File: config.mk
export PLATFORM = sky130hd
export DESIGN_NAME = pipe_ctrl
export DESIGN_NICKNAME = d
export VERILOG_FILES = /design/src/rtl/pipe_ctrl_pkg.sv /design/src/rtl/pipe_ctrl_stall_watchdog.sv /design/src/rtl/pipe_ctrl.sv
export SDC_FILE = /design/constraint.sdc
export NUM_CORES = 1
export LEC_CHECK = 0
export CAP_MARGIN = 20
export CORE_ASPECT_RATIO = 0.9
export CORE_MARGIN = 2
export CORE_UTILIZATION = 42
export CTS_CLUSTER_DIAMETER = 120
export CTS_CLUSTER_SIZE = 40
export DETAILED_ROUTE_END_ITERATION = 16
export DONT_BUFFER_PORTS = 1
export HOLD_SLACK_MARGIN = 0.03
export SYNTH_ARGS = -nofsm -noshare
export SYNTH_HDL_FRONTEND = slang
export SYNTH_SLANG_ARGS = --single-unit
File: constraint.sdc
create_clock -name clk -period 1.6 [get_ports clk]
set_clock_uncertainty 0.05 [all_clocks]
set_input_delay 0.08 -clock clk [delete_from_list [all_inputs] [get_ports clk]]
set_output_delay 0.08 -clock clk [all_outputs]
set_load 0.02 [all_outputs]
File: src/rtl/pipe_ctrl_pkg.sv
// ============================================================================
// Module   : pipe_ctrl_pkg
// Purpose  : Shared types and constants for the pipeline stall/flush scheduler
// Revision : 1.0 - initial release
// ============================================================================
`default_nettype none

package pipe_ctrl_pkg;

    typedef enum logic [0:0] {
        PIPE_ST_RUN = 1'b0,
        PIPE_ST_IRQ = 1'b1
    } pipe_state_e;

    localparam logic [31:0] DEFAULT_IRQ_VECTOR = 32'h0000_0010;
    localparam logic [31:0] ZERO_WORD          = 32'h0000_0000;

    typedef struct packed {
        logic hold_pc;
        logic hold_if_id;
        logic hold_id_ex;
        logic hold_ex_mem;
        logic flush_if_id;
        logic flush_id_ex;
        logic flush_ex_mem;
        logic flush_mem_wb;
    } stage_ctrl_t;

    localparam stage_ctrl_t CTRL_IDLE = '0;

    // True when some stage register is asked to both keep and clear its value.
    function automatic logic ctrl_conflict(input stage_ctrl_t c);
        return (c.hold_if_id & c.flush_if_id) |
               (c.hold_id_ex & c.flush_id_ex) |
               (c.hold_ex_mem & c.flush_ex_mem);
    endfunction

endpackage

`default_nettype wire

File: src/rtl/pipe_ctrl_stall_watchdog.sv
// ============================================================================
// Module   : pipe_ctrl_stall_watchdog
// Purpose  : Counts consecutive data-bus stall cycles, pulses once at the limit
// Revision : 1.0 - initial release
// ============================================================================
`default_nettype none

module pipe_ctrl_stall_watchdog
    import pipe_ctrl_pkg::*;
#(
    parameter int TIMEOUT_CYC = 64
) (
    input  logic clk,
    input  logic rst_n,
    input  logic stall_i,
    output logic timeout_o
);

    localparam int             W     = $clog2(TIMEOUT_CYC + 1);
    localparam logic [W-1:0]   C_MAX = W'(TIMEOUT_CYC);
    localparam logic [W-1:0]   C_PRE = W'(TIMEOUT_CYC - 1);

    logic [W-1:0] count_q, count_d;
    logic         timeout_q, timeout_d;

    always_comb begin
        count_d   = '0;
        timeout_d = 1'b0;
        if (stall_i) begin
            count_d   = (count_q == C_MAX) ? C_MAX : count_q + W'(1);
            // Fires only on the step into the limit, never while saturated.
            timeout_d = (count_q == C_PRE);
        end
    end

    always_ff @(posedge clk or negedge rst_n) begin
        if (!rst_n) begin
            count_q   <= '0;
            timeout_q <= 1'b0;
        end else begin
            count_q   <= count_d;
            timeout_q <= timeout_d;
        end
    end

    assign timeout_o = timeout_q;

endmodule

`default_nettype wire

File: src/rtl/pipe_ctrl.sv
// ============================================================================
// Module   : pipe_ctrl
// Purpose  : Priority stall/flush scheduler, interrupt entry/exit and EPC capture
// Revision : 1.0 - initial release
// ============================================================================
`default_nettype none

module pipe_ctrl
    import pipe_ctrl_pkg::*;
#(
    parameter logic [31:0] IRQ_VECTOR  = DEFAULT_IRQ_VECTOR,
    parameter int          TIMEOUT_CYC = 64
) (
    input  logic        clk,
    input  logic        rst_n,
    input  logic        load_use_i,
    input  logic        mem_req_i,
    input  logic        mem_ready_i,
    input  logic        div_busy_i,
    input  logic        if_ready_i,
    input  logic        jump_i,
    input  logic [31:0] jump_addr_i,
    input  logic        mret_i,
    input  logic        ex_valid_i,
    input  logic [31:0] ex_pc_i,
    input  logic        irq_i,
    output logic        hold_pc_o,
    output logic        hold_if_id_o,
    output logic        hold_id_ex_o,
    output logic        hold_ex_mem_o,
    output logic        flush_if_id_o,
    output logic        flush_id_ex_o,
    output logic        flush_ex_mem_o,
    output logic        flush_mem_wb_o,
    output logic        pc_set_o,
    output logic [31:0] pc_set_addr_o,
    output logic        irq_ack_o,
    output logic [31:0] epc_o,
    output logic        bus_timeout_o
);

    pipe_state_e state_q, state_d;
    logic [31:0] epc_q, epc_d;
    logic        rst_done_q;

    stage_ctrl_t ctrl;
    logic        pc_set;
    logic [31:0] pc_addr;
    logic        irq_ack;
    logic        mem_stall;
    logic        irq_entry;
    logic        wd_stall;

    // Nothing is scheduled until one clean edge has passed after reset release.
    assign mem_stall = rst_done_q & mem_req_i & ~mem_ready_i;
    assign wd_stall  = mem_stall;
    assign irq_entry = (state_q == PIPE_ST_RUN) & irq_i & ex_valid_i & ~jump_i;

    always_comb begin
        ctrl    = CTRL_IDLE;
        pc_set  = 1'b0;
        pc_addr = ZERO_WORD;
        irq_ack = 1'b0;
        state_d = state_q;
        epc_d   = epc_q;
        if (rst_done_q) begin
            if (mem_stall) begin
                ctrl.hold_pc      = 1'b1;
                ctrl.hold_if_id   = 1'b1;
                ctrl.hold_id_ex   = 1'b1;
                ctrl.hold_ex_mem  = 1'b1;
                ctrl.flush_mem_wb = 1'b1;
            end else if (div_busy_i) begin
                ctrl.hold_pc      = 1'b1;
                ctrl.hold_if_id   = 1'b1;
                ctrl.hold_id_ex   = 1'b1;
                ctrl.flush_ex_mem = 1'b1;
            end else if (irq_entry) begin
                // EX instruction is killed here and re-executed from EPC on mret.
                ctrl.flush_if_id  = 1'b1;
                ctrl.flush_id_ex  = 1'b1;
                ctrl.flush_ex_mem = 1'b1;
                pc_set            = 1'b1;
                pc_addr           = IRQ_VECTOR;
                irq_ack           = 1'b1;
                epc_d             = ex_pc_i;
                state_d           = PIPE_ST_IRQ;
            end else if (jump_i) begin
                ctrl.flush_if_id  = 1'b1;
                ctrl.flush_id_ex  = 1'b1;
                pc_set            = 1'b1;
                pc_addr           = jump_addr_i;
                if ((state_q == PIPE_ST_IRQ) && mret_i) begin
                    state_d = PIPE_ST_RUN;
                end
            end else if (load_use_i) begin
                ctrl.hold_pc      = 1'b1;
                ctrl.hold_if_id   = 1'b1;
                ctrl.flush_id_ex  = 1'b1;
            end else if (!if_ready_i) begin
                ctrl.hold_pc      = 1'b1;
                ctrl.flush_if_id  = 1'b1;
            end
        end
    end

    always_ff @(posedge clk or negedge rst_n) begin
        if (!rst_n) begin
            state_q    <= PIPE_ST_RUN;
            epc_q      <= ZERO_WORD;
            rst_done_q <= 1'b0;
        end else begin
            state_q    <= state_d;
            epc_q      <= epc_d;
            rst_done_q <= 1'b1;
        end
    end

    pipe_ctrl_stall_watchdog #(
        .TIMEOUT_CYC (TIMEOUT_CYC)
    ) u_stall_watchdog (
        .clk       (clk),
        .rst_n     (rst_n),
        .stall_i   (wd_stall),
        .timeout_o (bus_timeout_o)
    );

    assign hold_pc_o      = ctrl.hold_pc;
    assign hold_if_id_o   = ctrl.hold_if_id;
    assign hold_id_ex_o   = ctrl.hold_id_ex;
    assign hold_ex_mem_o  = ctrl.hold_ex_mem;
    assign flush_if_id_o  = ctrl.flush_if_id;
    assign flush_id_ex_o  = ctrl.flush_id_ex;
    assign flush_ex_mem_o = ctrl.flush_ex_mem;
    assign flush_mem_wb_o = ctrl.flush_mem_wb;
    assign pc_set_o       = pc_set;
    assign pc_set_addr_o  = pc_addr;
    assign irq_ack_o      = irq_ack;
    assign epc_o          = epc_q;

    always_comb begin
        assert (!ctrl_conflict(ctrl));
    end

endmodule

`default_nettype wire

==> results.cfg, run 1 <==
[layout]
synthToLayoutAreaGrowth_pct = 42.09
final_net_count = 305
drive_gt1_share_pct = 45.41
diodes = 0

[power]
ir_worst_vdd_uv = 587.7
p_int_uw = 2094
p_comb_share_pct = 18.5
netSwitchingPower_uw = 952.6
netSwitchingFraction_pct = 31.27
power.leakage_uw = 0.001483
seqPwrFrac_pct = 54.4
powerDensity_mw_per_mm2 = 1019
pwr-share-clk_pct = 27.1

[clocking]
cts-buffers-inserted = 5
clkLatencyLatePin_ps = 290
cts_tree = yes
cts_sinks = 42
h-tree-depth = 2
clk_pin_slew_worst_paths_ps = 80
root_buffer = clkbuf_8
clk_path_buf_depth = 2

[critical_path]
worstSetupPathType = register to register
start_kind = register
r2r_slack_ps = -40
rr_endpoint = epc_o[16]
end_kind = register
worst-endpoint-arrival_ps = 1780
cp_max_fo = 10
reg2regPathDepth = 4
r2r_start = state_q
cp_data_required_time_ps = 1730

[timing]
period_minus_slack_ps = 1641
grt_setup_unrepaired = true
layout_worst_path_cycle_share_pct = 102.6
hold_viol = 0
fmax_ghz = 0.6094
finalWorstSetupSlack_ps = -41.06
slew_violations = 0
finalSetupViolCount = 17
worst_hold_slack_ps = 112.7
tns_ps = -438.4

[routing]
vias = 1491
finalWirelength_mm = 5.504
viasPerCell = 5.071
wl_per_cell_um = 18.72
antenna_left = 0
drt_iter0_drc = 43
drtPass1Iterations = 5
drcViolationCount = 0

[outcome]
outcome = finished with violations
failed_checks = setup timing

[global_route]
grt_overflow_total = 0
grt_max_degree = 43
grt_use_total_pct = 19.02
antenna_found_initial = 0
grt_pass1_vias = 1502
grt_pass1_wl_mm = 8.121

[placement]
hpwl_mm = 3.609
place.gp.congestion = 0.8573
port_buffers = 0

[flow_run]
cap_violations = 0

[hold_path]
hold_path_class = input pin to register
min_to = state_q
min-delay-start = mem_ready_i
holdPathStages = 3

[synth]
ys_seq_elements = 42
synth_nets = 246
synthArstFlopShare_pct = 100.0
ys_top_cells_by_area = dfrtp_1 (50%), mux2_4 (20%), and2_1 (9.8%)
synth_top_flop_cell = dfrtp_1
seq_area_frac_synth_pct = 49.94
yosysTopAreaCellShare_pct = 49.94
yosys.area.top_type = dfrtp_1
synth_cell_types = 29
syn_avg_cell_area_sq_um = 12.45
ys_top_cells_by_count = dfrtp_1 (42), and2_1 (33), mux2_4 (28)
synth_edf_count = 0
synthCells = 169
syn_area_sq_mm = 0.002105
yosysWarnings = 0
yosysMostFrequentCell = dfrtp_1

[floorplan]
fp.dieH_um = 71.16
core_area_sq_mm = 0.004835
start_util_pct = 43.53
rows = 24
io_pins = 150
die_area_sq_mm = 0.005594
die_w_um = 78.62
## stage by stage
step / total power, uW / cell area (sq um) / setup WS, ps / utilization [%] / instances
6_report: 3046 / 2990 / -41.06 / 61.85 / 294
5_1_grt: 3191 / 2990 / -87.56 / 61.85 / 294
4_1_cts: 3046 / 2874 / -36.14 / 59.45 / 287
3_5_place_dp: 2088 / 2238 / 94.50 / 46.30 / 237
3_3_place_gp: 2067 / 2238 / 138.2 / 46.30 / 237
2_1_floorplan: 1984 / 2105 / 153.3 / - / 169
## what timing repair did
action                                  4_1_cts  5_1_grt
endpoints found under the setup margin       35       56
buffers inserted                              1        6
hold endpoints to repair                     77        0
hold buffers                                 39        0
pin swaps                                     1       16
gates cloned                                  2        1
resized for setup                            40       36
## metal layers
layer / track usage (%) / share of wire, %
met4: 5.848 / 1.5
met2: 31.15 / 52
met3: 7.270 / 8.5
met5: 0 / 0
met1: 23.39 / 38
## state kept, by name, indices dropped and copies added (netlist names)
signal                      count
u_stall_watchdog.count_q        7
epc_o                          32
state_q                         1
u_stall_watchdog.timeout_o      1
rst_done_q                      1
## placed cells by master (no fill, tap or decap), types with 2 or more instances in the layout
cell type / n
and2_2: 8
buf_6: 4
xor2_1: 2
inv_1: 7
dfrtp_1: 41
mux2_4: 28
dlygate4sd3_1: 38
nand2_1: 7
nand3b_1: 2
and2_4: 24
clkbuf_8: 5
ha_1: 2
buf_4: 12
nand2b_1: 3
a21oi_2: 2
mux2_2: 4
nand3_1: 2
nor2_1: 5
buf_12: 4
o21ai_0: 4
## worst max-delay path: stages, from the launching register on
cell       delay, ps
dfrtp_1          390
and4bb_2         350
nand3b_4         130
bufbuf_16        310
mux2_4           300
## power by group through the flow
stage               registers, uW  logic [uW]  clock network [uW]
floorplan                    1620         368                   0
global placement             1670         400                   0
detailed placement           1670         416                   0
CTS                          1650         538                 854
global route                 1680         603                 910
finish                       1660         564                 825
## cell families after synthesis
group	share of synthesized area (%)
xor+xnor	1.249
mux	22.12
buf+inv	3.924
other cells	0.1782
compound gates	3.448
flops	49.94
simple gates	17.96
fa+ha+maj	1.189
## area by class of cell
| type | instances | area [sq um] |
|---|---|---|
| clock inverter | 2 | 37.54 |
| tap | 65 | 81.33 |
| inverter | 8 | 35.03 |
| sequential | 42 | 1052 |
| timing repair buffer | 59 | 628.1 |
| clock buffer | 6 | 72.57 |
| fill | 371 | 1844 |
| multi-input combinational | 112 | 1084 |
## worst max-delay path by stage
stage / cells after the start / end / slack, ps / start
after global routing: 4 / epc_o[16] / -90 / state_q
final: 4 / epc_o[16] / -40 / state_q
after detailed placement: 4 / epc_o[6] / 90 / state_q
after floorplan: 4 / epc_o[0] / 150 / state_q
after CTS: 4 / epc_o[16] / -40 / state_q
after global placement: 4 / epc_o[12] / 140 / state_q
Note: power is estimated with default switching activity, not from simulation.
==> run 2, diff against run 1 <==
--- a/config.mk
+++ b/config.mk
@@ -16,4 +16,5 @@
 export HOLD_SLACK_MARGIN = 0.03
 export SYNTH_ARGS = -nofsm -noshare
 export SYNTH_HDL_FRONTEND = slang
+export SYNTH_HIERARCHICAL = 1
 export SYNTH_SLANG_ARGS = --single-unit
==> results.cfg, run 2 <==
[synth]
yosys.area.top_type = dfrtp_1
synthArstFlopShare_pct = 100.0
ys_seq_elements = 42
yosysWarnings = 6
synthCells = 170
syn_avg_cell_area_sq_um = 12.50
yosysTopAreaCellShare_pct = 49.44
seq_area_frac_synth_pct = 49.44
ys_top_cells_by_count = dfrtp_1 (42), and2_1 (34), mux2_4 (28)
yosysMostFrequentCell = dfrtp_1
ys_top_cells_by_area = dfrtp_1 (49%), mux2_4 (20%), and2_1 (10%)
synth_cell_types = 34
syn_area_sq_mm = 0.002126
synth_edf_count = 0
synth_top_flop_cell = dfrtp_1
synth_nets = 247

[critical_path]
cp-startpoint = state_q
worstPathBufferInverterCount = 1
cp_top_family = simple AND/OR/NAND/NOR gates
worst-endpoint-arrival_ps = 1730
end_kind = register
reg2regPathDepth = 4
worst_path_max_delay_cell = dfrtp_1
path_depth = 4
r2r_slack_ps = -2
crit_path_end = epc_o[28]
cp_data_required_time_ps = 1730
start_kind = register
rr_endpoint = epc_o[28]
slowest_delay_ps = 380
cp_max_fo = 17
worstSetupPathType = register to register
r2r_start = state_q
path_cells = and4bb_2 -> nand3_4 -> bufbuf_16 -> mux2_4

[layout]
final_net_count = 296
final_common_cell = dfrtp_1
synthToLayoutAreaGrowth_pct = 37.61
instances_no_fill = 285
diodes = 0
largest_reg_flops = 32
fillers = 396
drive_gt1_share_pct = 42.73
final_cell_mix = dfrtp_1 (42), dlygate4sd3_1 (35), and2_4 (31), mux2_4 (28), nor2_1 (7)
register_area_sq_mm = 0.001051
multi_input_area_sq_mm = 0.001084
final_cell_area_sq_mm = 0.002925

[global_route]
grt_max_degree = 43
grt_pass1_wl_mm = 7.341
grt_pass1_vias = 1483
antenna_found_initial = 0
grt_use_total_pct = 17.28
grt_overflow_total = 0

[floorplan]
die_area_sq_mm = 0.005647
fp.dieH_um = 71.49
io_pins = 150
start_util_pct = 43.70
rows = 24
core_area_sq_mm = 0.004865
die_w_um = 78.99

[timing]
worst_hold_slack_ps = 162.6
layout_worst_path_cycle_share_pct = 100.1
period_minus_slack_ps = 1602
grt_setup_unrepaired = true
hold_viol = 0
finalWorstSetupSlack_ps = -1.570
tns_ps = -1.570
slew_violations = 0
finalSetupViolCount = 1
fmax_ghz = 0.6244

[clocking]
h-tree-depth = 2
cts-buffers-inserted = 5
root_buffer = clkbuf_8
clkLatencyLatePin_ps = 290
cts_sinks = 42
clk_path_buf_depth = 2
cts_tree = yes
clk_pin_slew_worst_paths_ps = 80

[power]
ir_worst_vdd_uv = 742.8
powerDensity_mw_per_mm2 = 1045
power.leakage_uw = 0.001480

[routing]
drt_iter0_drc = 38
drtPass1Iterations = 4
vias = 1440
viasPerCell = 5.053
wl_per_cell_um = 18.08
drcViolationCount = 0
antenna_left = 0
finalWirelength_mm = 5.154

[placement]
dp_slack_ps = 89.84
place.gp.congestion = 0.6920
postPlaceCellArea_sq_mm = 0.002227
port_buffers = 0
placed_cells = 236
hpwl_mm = 3.287

[hold_path]
hold_path_class = input pin to register

[flow_run]
cap_violations = 0

[outcome]
outcome = finished with violations
failed_checks = setup timing
-- run 2: cell types whose count changed in the layout (fill, tap and decap cells not counted), moves of 2 or more --
cell / delta
and2_2: -8
and2_4: +7
buf_4: -7
dlygate4sd3_1: -3
and2_1: +2
buf_6: -2
nand3b_1: -2
nor2_1: +2
-- run 2: worst min path at each step --
stage,start,to,slack (ps),cells after the start
6_report,mem_ready_i,u_stall_watchdog/timeout_o,160,4
5_1_grt,mem_ready_i,u_stall_watchdog/timeout_o,170,4
2_1_floorplan,rst_n,epc_o[0],-270,0
4_1_cts,mem_ready_i,u_stall_watchdog/timeout_o,160,4
3_3_place_gp,rst_n,u_stall_watchdog/count_q[1],-260,0
3_5_place_dp,rst_n,u_stall_watchdog/count_q[6],-260,0
-- run 2: repair_timing --
| action | 4_1_cts | 5_1_grt |
|---|---|---|
| endpoints found under the hold margin | 75 | 1 |
| hold buffers | 36 | 1 |
| gates cloned | 1 | 1 |
| setup buffers | 3 | 0 |
| pin swaps | 1 | 8 |
| gates resized for setup | 2 | 71 |
| endpoints found under the setup margin | 2 | 66 |
-- run 2: worst min-delay path: stages --
cell and delay [ps]:
nor2b_1 30, and2_1 200, nand2b_1 110, nor2_1 40
-- run 2: final cells by class --
class,count,area share (%)
Multi-Input combinational cell,114,37.04
Sequential cell,42,35.93
Timing Repair Buffer,49,19.42
Tap cell,65,2.780
Clock buffer,5,2.352
Clock inverter,3,1.497
Inverter,7,0.9837
-- run 2: power by group --
part / internal [uW] / switching (uW) / total, uW
combinational: 369 / 193 / 562
sequential: 1260 / 404 / 1660
clock: 467 / 365 / 832
total: 2100 / 961 / 3060
-- run 2: cell families after synthesis --
logic type	share of synthesized area, %
AO/OA/AOI/OAI	3.708
multiplexers	22.37
AND/OR/NAND/NOR	18.19
flip-flops	49.44
XOR/XNOR	1.236
adder cells (fa/ha/maj)	1.177
other	0.1764
buffers and inverters	3.708
-- run 2: layer usage --
metal | up-vias | track usage (%) | share of wire [%]
met4 | 0 | 4.789 | 0.93
met2 | 63 | 28.15 | 53
met1 | 708 | 21.91 | 39
li1 | 663 | - | -
met3 | 6 | 6.297 | 7.0
met5 | - | 0 | 0
-- run 2: stage by stage --
step,utilization [%],total power (uW)
after floorplan,-,2006
after global placement,45.78,2084
after detailed placement,45.78,2102
after CTS,57.38,3055
after global routing,60.13,3204
final,60.13,3058
==> run 3, diff against run 2 <==
--- a/config.mk
+++ b/config.mk
@@ -7,7 +7,6 @@
 export LEC_CHECK = 0
 export CAP_MARGIN = 20
 export CORE_ASPECT_RATIO = 0.9
-export CORE_MARGIN = 2
 export CORE_UTILIZATION = 42
 export CTS_CLUSTER_DIAMETER = 120
 export CTS_CLUSTER_SIZE = 40
==> results.cfg, run 3 (synthesis gave the netlist of run 2 again) <==
[timing]
slew_violations = 0
grt_setup_unrepaired = true
worst_hold_slack_ps = 190.5
period_minus_slack_ps = 1601
finalSetupViolCount = 3
finalWorstSetupSlack_ps = -1.035
layout_worst_path_cycle_share_pct = 100.1
fmax_ghz = 0.6246
hold_viol = 0

[clocking]
root_buffer = clkbuf_8
cts-buffers-inserted = 5
cts_tree = yes
clk_path_buf_depth = 2
cts_sinks = 42
clk_pin_slew_worst_paths_ps = 80
h-tree-depth = 2
clkLatencyLatePin_ps = 290

[routing]
wl_per_cell_um = 18.85
vias = 1526
drcViolationCount = 0
finalWirelength_mm = 5.371
antenna_left = 0
drt_iter0_drc = 74
drtPass1Iterations = 4
viasPerCell = 5.354

[floorplan]
die_w_um = 76.99
core_area_sq_mm = 0.004865
die_area_sq_mm = 0.005350
start_util_pct = 43.70
fp.dieH_um = 69.49
rows = 24
io_pins = 150

[placement]
port_buffers = 0
dp_slack_ps = 107.9
hpwl_mm = 3.511
place.gp.congestion = 0.8784
postPlaceCellArea_sq_mm = 0.002235

[critical_path]
start_kind = register
r2r_start = state_q
worst-endpoint-arrival_ps = 1740
cp_data_required_time_ps = 1740
reg2regPathDepth = 4
rr_endpoint = epc_o[12]
end_kind = register
cp_max_fo = 17
worstSetupPathType = register to register
r2r_slack_ps = -1

[global_route]
grt_pass1_wl_mm = 8.190
grt_use_total_pct = 20.05
grt_overflow_total = 0
grt_pass1_vias = 1563
antenna_found_initial = 0
grt_max_degree = 43

[layout]
final_common_cell = dfrtp_1
drive_gt1_share_pct = 41.82
final_cell_mix = dfrtp_1 (42), dlygate4sd3_1 (34), mux2_4 (28), and2_2 (17), and2_4 (14)
fillers = 398
synthToLayoutAreaGrowth_pct = 34.55
diodes = 0
largest_reg_flops = 32
final_cell_area_sq_mm = 0.002860
final_net_count = 296

[hold_path]
hold_path_class = input pin to async pin

[power]
ir_worst_vdd_uv = 691.9
powerDensity_mw_per_mm2 = 1020
power.leakage_uw = 0.001456

[flow_run]
cap_violations = 0

[outcome]
failed_checks = setup timing
outcome = finished with violations
[run 3: final cells by class]
cell class                      count  area (sq um)  area share [%]
Clock buffer                        7         86.33           3.018
Clock inverter                      1         5.005          0.1750
Tap cell                           65         81.33           2.843
Sequential cell                    42          1051           36.75
Timing Repair Buffer               49         556.8           19.47
Multi-Input combinational cell    114          1054           36.83
Inverter                            7         26.28          0.9186
[run 3: worst max-delay path by stage]
stage | startpoint | end | slack [ps] | cells past startpoint
floorplan | state_q | epc_o[0] | 160 | 4
global placement | state_q | epc_o[6] | 130 | 4
detailed placement | state_q | epc_o[3] | 110 | 4
CTS | state_q | epc_o[12] | -2 | 4
global route | state_q | epc_o[10] | -40 | 4
finish | state_q | epc_o[12] | -1 | 4
[run 3: routing by layer]
metal  wire, um  global-route usage, %
met1       1971                  22.21
met2       2863                  37.00
met3        458                  5.526
met4         77                  6.289
met5          0                      0
[run 3: worst max-delay path: stages (launching register included)]
cell and delay, ps:
dfrtp_1 380, and4bb_2 330, nand3_4 100, bufbuf_16 320, mux2_4 300
[run 3: through the flow]
step	std cells	utilization (%)	power [uW]	setup TNS [ps]
5_1_grt	285	58.80	3059	-762.3
4_1_cts	284	57.20	2924	-2.133
3_3_place_gp	237	45.94	2082	0
6_report	285	58.80	2918	-1.677
3_5_place_dp	237	45.94	2109	0
2_1_floorplan	170	-	2006	0
[run 3: repair_timing]
item,in CTS,in global routing
hold endpoints to repair,75,0
gates resized for setup,14,37
gates cloned,1,1
hold buffers,35,0
buffers inserted,3,0
pin swaps,1,2
endpoints found under the setup margin,14,59
[run 3: power by group]
group          total [uW]  switching, uW  internal, uW
registers            1660            404          1260
clock network         697            349           348
logic                 557            190           367
total                2920            943          1980
